File: config.mk
export PLATFORM = sky130hd
export DESIGN_NAME = uart_rx_loader
export DESIGN_NICKNAME = d
export VERILOG_FILES = /design/src/rtl/uart_rx_loader.sv
export SDC_FILE = /design/constraint.sdc
export NUM_CORES = 1
export LEC_CHECK = 0
export BUFFER_PORTS_ARGS = -buffer_cell sky130_fd_sc_hd__buf_2
export CAP_MARGIN = 10
export CORE_UTILIZATION = 25
export CTS_CLUSTER_DIAMETER = 150
export CTS_CLUSTER_SIZE = 16
export DETAILED_ROUTE_END_ITERATION = 10
export PLACE_DENSITY = 0.42
export SLEW_MARGIN = 10
export SYNTH_ARGS = -nofsm -noshare
export SYNTH_HDL_FRONTEND = slang
export SYNTH_SLANG_ARGS = --single-unit
File: constraint.sdc
create_clock -name clk -period 2.5 [get_ports clk]
set_clock_uncertainty 0.05 [all_clocks]
set_input_delay 0 -clock clk [delete_from_list [all_inputs] [get_ports clk]]
set_output_delay 0 -clock clk [all_outputs]
set_load 0.05 [all_outputs]
File: src/rtl/uart_rx_loader.sv
// UART 8N1 receiver that writes each byte to consecutive memory addresses from 0.
// Define UART_PARITY_EN to receive 8E1 frames and drop bytes that fail even parity.
module uart_rx_loader #(
    parameter int CLKS_PER_BIT = 434,
    parameter int ADDR_W       = 16,
    parameter int NUM_BYTES    = 65536
) (
    input  logic              clk,
    input  logic              rst_n,
    input  logic              receive,
    input  logic              rx,
    output logic [ADDR_W-1:0] mem_addr,
    output logic [7:0]        mem_din,
    output logic              mem_we,
    output logic              rx_LED,
    output logic              rx_done,
    output logic              frame_err
);

    localparam int CW = $clog2(CLKS_PER_BIT);
    localparam logic [CW-1:0]   BIT_LAST  = CW'(CLKS_PER_BIT - 1);
    localparam logic [CW-1:0]   HALF_LAST = CW'(CLKS_PER_BIT / 2 - 1);
    localparam logic [ADDR_W:0] CNT_LAST  = (ADDR_W + 1)'(NUM_BYTES);

    localparam logic [3:0] S_IDLE   = 4'd0;
    localparam logic [3:0] S_ARMED  = 4'd1;
    localparam logic [3:0] S_START  = 4'd2;
    localparam logic [3:0] S_DATA   = 4'd3;
    localparam logic [3:0] S_STOP   = 4'd5;
    localparam logic [3:0] S_RESYNC = 4'd6;
    localparam logic [3:0] S_WRITE  = 4'd7;
    localparam logic [3:0] S_DONE   = 4'd8;
`ifdef UART_PARITY_EN
    localparam logic [3:0] S_PARITY = 4'd4;
`endif

    logic            r_rx_meta;
    logic            r_rx_sync;
    logic            r_recv_q;
    logic            r_recv_qq;
    logic [3:0]      r_state;
    logic [CW-1:0]   r_clk_cnt;
    logic [2:0]      r_bit_idx;
    logic [7:0]      r_shift;
    logic [ADDR_W:0] r_cnt;
    logic [7:0]      r_din;
    logic            r_we;
    logic            r_err;
    logic            r_par_bad;
    logic            w_rx;
    logic            w_arm;
    logic            w_bit_end;

    assign w_rx      = r_rx_sync;
    assign w_arm     = r_recv_q & ~r_recv_qq;
    assign w_bit_end = (r_clk_cnt == BIT_LAST);

    always_ff @(posedge clk or negedge rst_n) begin
        if (!rst_n) begin
            r_rx_meta <= 1'b1;
            r_rx_sync <= 1'b1;
            r_recv_q  <= 1'b0;
            r_recv_qq <= 1'b0;
        end else begin
            r_rx_meta <= rx;
            r_rx_sync <= r_rx_meta;
            r_recv_q  <= receive;
            r_recv_qq <= r_recv_q;
        end
    end

    always_ff @(posedge clk or negedge rst_n) begin
        if (!rst_n) begin
            r_state   <= S_IDLE;
            r_clk_cnt <= '0;
            r_bit_idx <= 3'd0;
            r_shift   <= 8'h00;
            r_cnt     <= '0;
            r_din     <= 8'h00;
            r_we      <= 1'b0;
            r_err     <= 1'b0;
            r_par_bad <= 1'b0;
        end else begin
            r_we <= 1'b0;
            case (r_state)
                S_IDLE, S_DONE: begin
                    if (w_arm) begin
                        r_cnt     <= '0;
                        r_err     <= 1'b0;
                        r_par_bad <= 1'b0;
                        r_state   <= S_ARMED;
                    end
                end
                S_ARMED: begin
                    if (!w_rx) begin
                        r_clk_cnt <= '0;
                        r_state   <= S_START;
                    end
                end
                S_START: begin
                    if (r_clk_cnt == HALF_LAST) begin
                        r_clk_cnt <= '0;
                        r_bit_idx <= 3'd0;
                        r_state   <= w_rx ? S_ARMED : S_DATA;
                    end else begin
                        r_clk_cnt <= r_clk_cnt + 1'b1;
                    end
                end
                S_DATA: begin
                    if (w_bit_end) begin
                        r_clk_cnt <= '0;
                        r_shift   <= {w_rx, r_shift[7:1]};
                        r_bit_idx <= r_bit_idx + 1'b1;
                        if (r_bit_idx == 3'd7) begin
`ifdef UART_PARITY_EN
                            r_state <= S_PARITY;
`else
                            r_state <= S_STOP;
`endif
                        end
                    end else begin
                        r_clk_cnt <= r_clk_cnt + 1'b1;
                    end
                end
`ifdef UART_PARITY_EN
                S_PARITY: begin
                    if (w_bit_end) begin
                        r_clk_cnt <= '0;
                        r_par_bad <= ^{w_rx, r_shift};
                        r_state   <= S_STOP;
                    end else begin
                        r_clk_cnt <= r_clk_cnt + 1'b1;
                    end
                end
`endif
                S_STOP: begin
                    if (w_bit_end) begin
                        r_clk_cnt <= '0;
                        if (!w_rx) begin
                            r_err   <= 1'b1;
                            r_state <= S_RESYNC;
                        end else if (r_par_bad) begin
                            // Parity failure with a good stop bit: drop the byte, stay in sync.
                            r_err     <= 1'b1;
                            r_par_bad <= 1'b0;
                            r_state   <= S_ARMED;
                        end else begin
                            r_we    <= 1'b1;
                            r_din   <= r_shift;
                            r_state <= S_WRITE;
                        end
                    end else begin
                        r_clk_cnt <= r_clk_cnt + 1'b1;
                    end
                end
                S_RESYNC: begin
                    r_par_bad <= 1'b0;
                    if (w_rx) begin
                        r_state <= S_ARMED;
                    end
                end
                S_WRITE: begin
                    r_cnt   <= r_cnt + 1'b1;
                    r_state <= ((r_cnt + 1'b1) == CNT_LAST) ? S_DONE : S_ARMED;
                end
                default: r_state <= S_IDLE;
            endcase
        end
    end

    assign mem_addr  = r_cnt[ADDR_W-1:0];
    assign mem_din   = r_din;
    assign mem_we    = r_we;
    assign rx_LED    = (r_state != S_IDLE) && (r_state != S_DONE);
    assign rx_done   = (r_state == S_DONE);
    assign frame_err = r_err;

endmodule

==> impl_metrics.tcl <==
set metrics [dict create \
    status "completed" \
    pwr-share-clk 0.282 \
    power.density_nw_per_um2 757 \
    stdcell_area_um2 3570 \
    numCtsBuffers 5 \
    final_core_util 0.294 \
    path_max_fanout 14 \
    finalSetupTns_ns 0 \
    setup.worst_path.class "reg -> reg" \
    startpoint_type "flop" \
    place_area_um2 3380 \
    cts.clk_slew.worst_paths_ns 0.08 \
    yosysSeqAreaShare 0.437 \
    die_h_um 114 \
    first_pass_iters 4 \
    intPower_mw 1.65 \
    cts_max_path_buffers 2 \
    synthAdderAreaFrac 0.0278 \
    arrival_ns 2.37 \
    setup_viol 0 \
    grt_pass1_wl_mm 12.5 \
    synth_top_family_by_area "simple AND/OR/NAND/NOR gates" \
    cts.htree.levels 2 \
    io_pins 32 \
    synth_common_cells "dfrtp_1 (53), o21ai_0 (41), nor2_1 (28), nand2_1 (20), buf_4 (19)" \
    nets 354 \
    avgSynthCellArea_um2 9.65 \
    grt_pass1_vias 2308 \
    r2r-end "r_state[0]" \
    slew_viol_final 0 \
    synth-main-ff-cell "dfrtp_1" \
    remaining_drc_errors 0 \
    layout_setup_ws_ns 0.262 \
    grt.total_usage 0.124 \
    yosysMostFrequentCell "dfrtp_1" \
    ant_nets 0 \
    pwr-share-comb 0.327 \
    area_growth_pct 13.1 \
    crit_start "r_clk_cnt[0]" \
    cap_violations 0 \
    hold_violations 0 \
    min_path_type "in -> async" \
    synth_mux_area_frac 0.0666 \
    synth-edff-count 0 \
    synth_compound_area_frac 0.157 \
    clock_sink_count 55 \
    pwr-share-seq 0.390 \
    dr_total_vias 2460 \
    drive_above_1_share 0.235 \
    dieArea_um2 13100 \
    cts_tree "built" \
    multi_input_area_um2 1530 \
    timing.final.crit_share 0.895 \
    end_kind "flop" \
    r2r_slack_ns 0.26 \
    worstRegToRegCells 8 \
    n_fill_cell 1291 \
    antenna_found_initial 0 \
    synthTopCellsByArea "dfrtp_1 (42%), o21ai_0 (6.5%), mux2_2 (5.7%), buf_4 (4.5%), nor2_1 (3.3%)" \
    vias_per_cell 4.80 \
    r2r_start "r_clk_cnt[0]" \
    rsz0062_at_grt "false" \
    power_leakage_nw 1.67 \
    yosysTopAreaCell "dfrtp_1" \
    wirelength_mm 7.44 \
    yosys.area_share.xor_xnor 0.0167 \
    crit_path_end "r_state[0]" \
    syn_inst 327 \
    num_rows 40 \
    max_freq_mhz 447 \
    p_sw_mw 1.05 \
    port_buffers 31 \
    fp.dieW_um 114 \
    ir_drop_mv 0.258 \
    start_util 0.259 \
    dp_hpwl_mm 5.08 \
    core_area_um2 12200 \
    post-place-ws_ns 0.184 \
    whs_ns 0.0610 \
    insertion_delay_ns 0.31 \
    slew_headroom 0.548 \
    synth.top_cell.area_share 0.420 \
    synthSimpleGateAreaFrac 0.215 \
    synth_cell_types 52 \
    place.gp.congestion 0.777 \
    postCtsSetupBuffers 0 \
    power_switching_share 0.388 \
    worst_slew_pin_slew_ns 0.678 \
    synthArstFlopShare 1.00 \
    grt_max_degree 28 \
    overflow 0 \
    crit_required_ns 2.63 \
    drt-initial-drc-count 113 \
    syn_area_um2 3160 \
    ys_warn_count 0 \
    synth_fp_nets 338 \
    diodes 0 \
    ys_ff_latch 55 \
    cts-root-buf "clkbuf_16" \
    seq_area_um2 1380 \
    wl_per_cell_um 14.5 \
    period_needed_ns 2.24 \
]
-- what timing repair did --
item                                    CTS  global route
resized for setup                         0             1
endpoints found under the setup margin    0             2
endpoints found under the hold margin    55             0
hold buffers                              3             0
-- stage by stage --
stage,std cells,power (mW)
after floorplan,327,1.75
after global placement,501,1.95
after detailed placement,501,1.95
after CTS,512,2.74
after global routing,512,2.91
final,512,2.70
-- how the worst min path moves through the flow --
stage,startpoint,to,cells past startpoint
after CTS,rst_n,mem_din[2],2
after global placement,rst_n,mem_din[2],1
final,rst_n,mem_din[2],2
after detailed placement,rst_n,mem_din[2],1
after floorplan,rst_n,frame_err,0
after global routing,rst_n,mem_din[2],2
-- placed cells by master (no fill, tap or decap), types with 2 or more instances in the layout --
cell type      instances
inv_1                 10
nor3_1                 5
mux2i_1                3
dfstp_2                2
o21ai_1                2
clkbuf_16              5
buf_2                 31
a31oi_1                4
nand3_1               17
o21ai_0               41
nand4_4                2
a21oi_1                9
ha_1                   6
mux2_2                16
dlygate4sd3_1          3
nand4b_1               2
o41ai_1                3
a22o_1                 2
and4_1                 3
nor2_1                27
nand2_1               20
o31ai_1                6
xor2_1                 5
dfrtp_1               53
nor2b_1                4
nand2b_1               7
buf_4                 10
and3_1                 7
nand4_1                6
nor4_1                 3
and2_1                 3
-- layer usage --
metal / global-route usage / share of wire
met1: 0.167 / 0.49
met5: 0 / 0
met2: 0.192 / 0.46
met4: 0.0390 / 0.013
met3: 0.0360 / 0.041
-- power by group through the flow --
stage / Combinational (mW) / Clock [mW] / Sequential [mW]
final: 0.883 / 0.763 / 1.05
after floorplan: 0.711 / 0 / 1.04
after global placement: 0.880 / 0 / 1.07
after detailed placement: 0.883 / 0 / 1.07
after CTS: 0.887 / 0.801 / 1.05
after global routing: 1.01 / 0.836 / 1.07
-- flip-flops by register name, summed over array words and instances, names as in the netlist --
name	cells
frame_err	1
mem_din	8
mem_we	1
r_bit_idx	3
r_clk_cnt	9
r_cnt	17
r_recv_q	1
r_recv_qq	1
r_rx_meta	1
r_rx_sync	1
r_shift	8
r_state	4
-- kinds of logic (layout without fill, tap and decap cells) --
family,after synthesis,after routing
DFF,55,55
buffers and inverters,45,62
muxes,19,19
and+or+nand+nor,117,117
AOI/OAI and AO/OA,78,78
adders and majority gates,7,7
xor gates and xnor gates,6,6
-- critical path, stage by stage (launching register included) --
cell	delay, ns
dfrtp_1	0.42
inv_1	0.11
ha_1	0.14
nor4bb_1	0.24
and4_1	0.27
o32a_4	0.28
o211ai_4	0.14
nor4_1	0.34
a31oi_1	0.12
-- final cells by class --
class,count,share of cell area
clock inverters,3,0.00771
inverters,10,0.0105
multi-input cells,227,0.429
clock buffers,5,0.0351
repair buffers,44,0.0729
well taps,168,0.0589
flip-flops and latches,55,0.386
(Power assumes the default switching activity.)
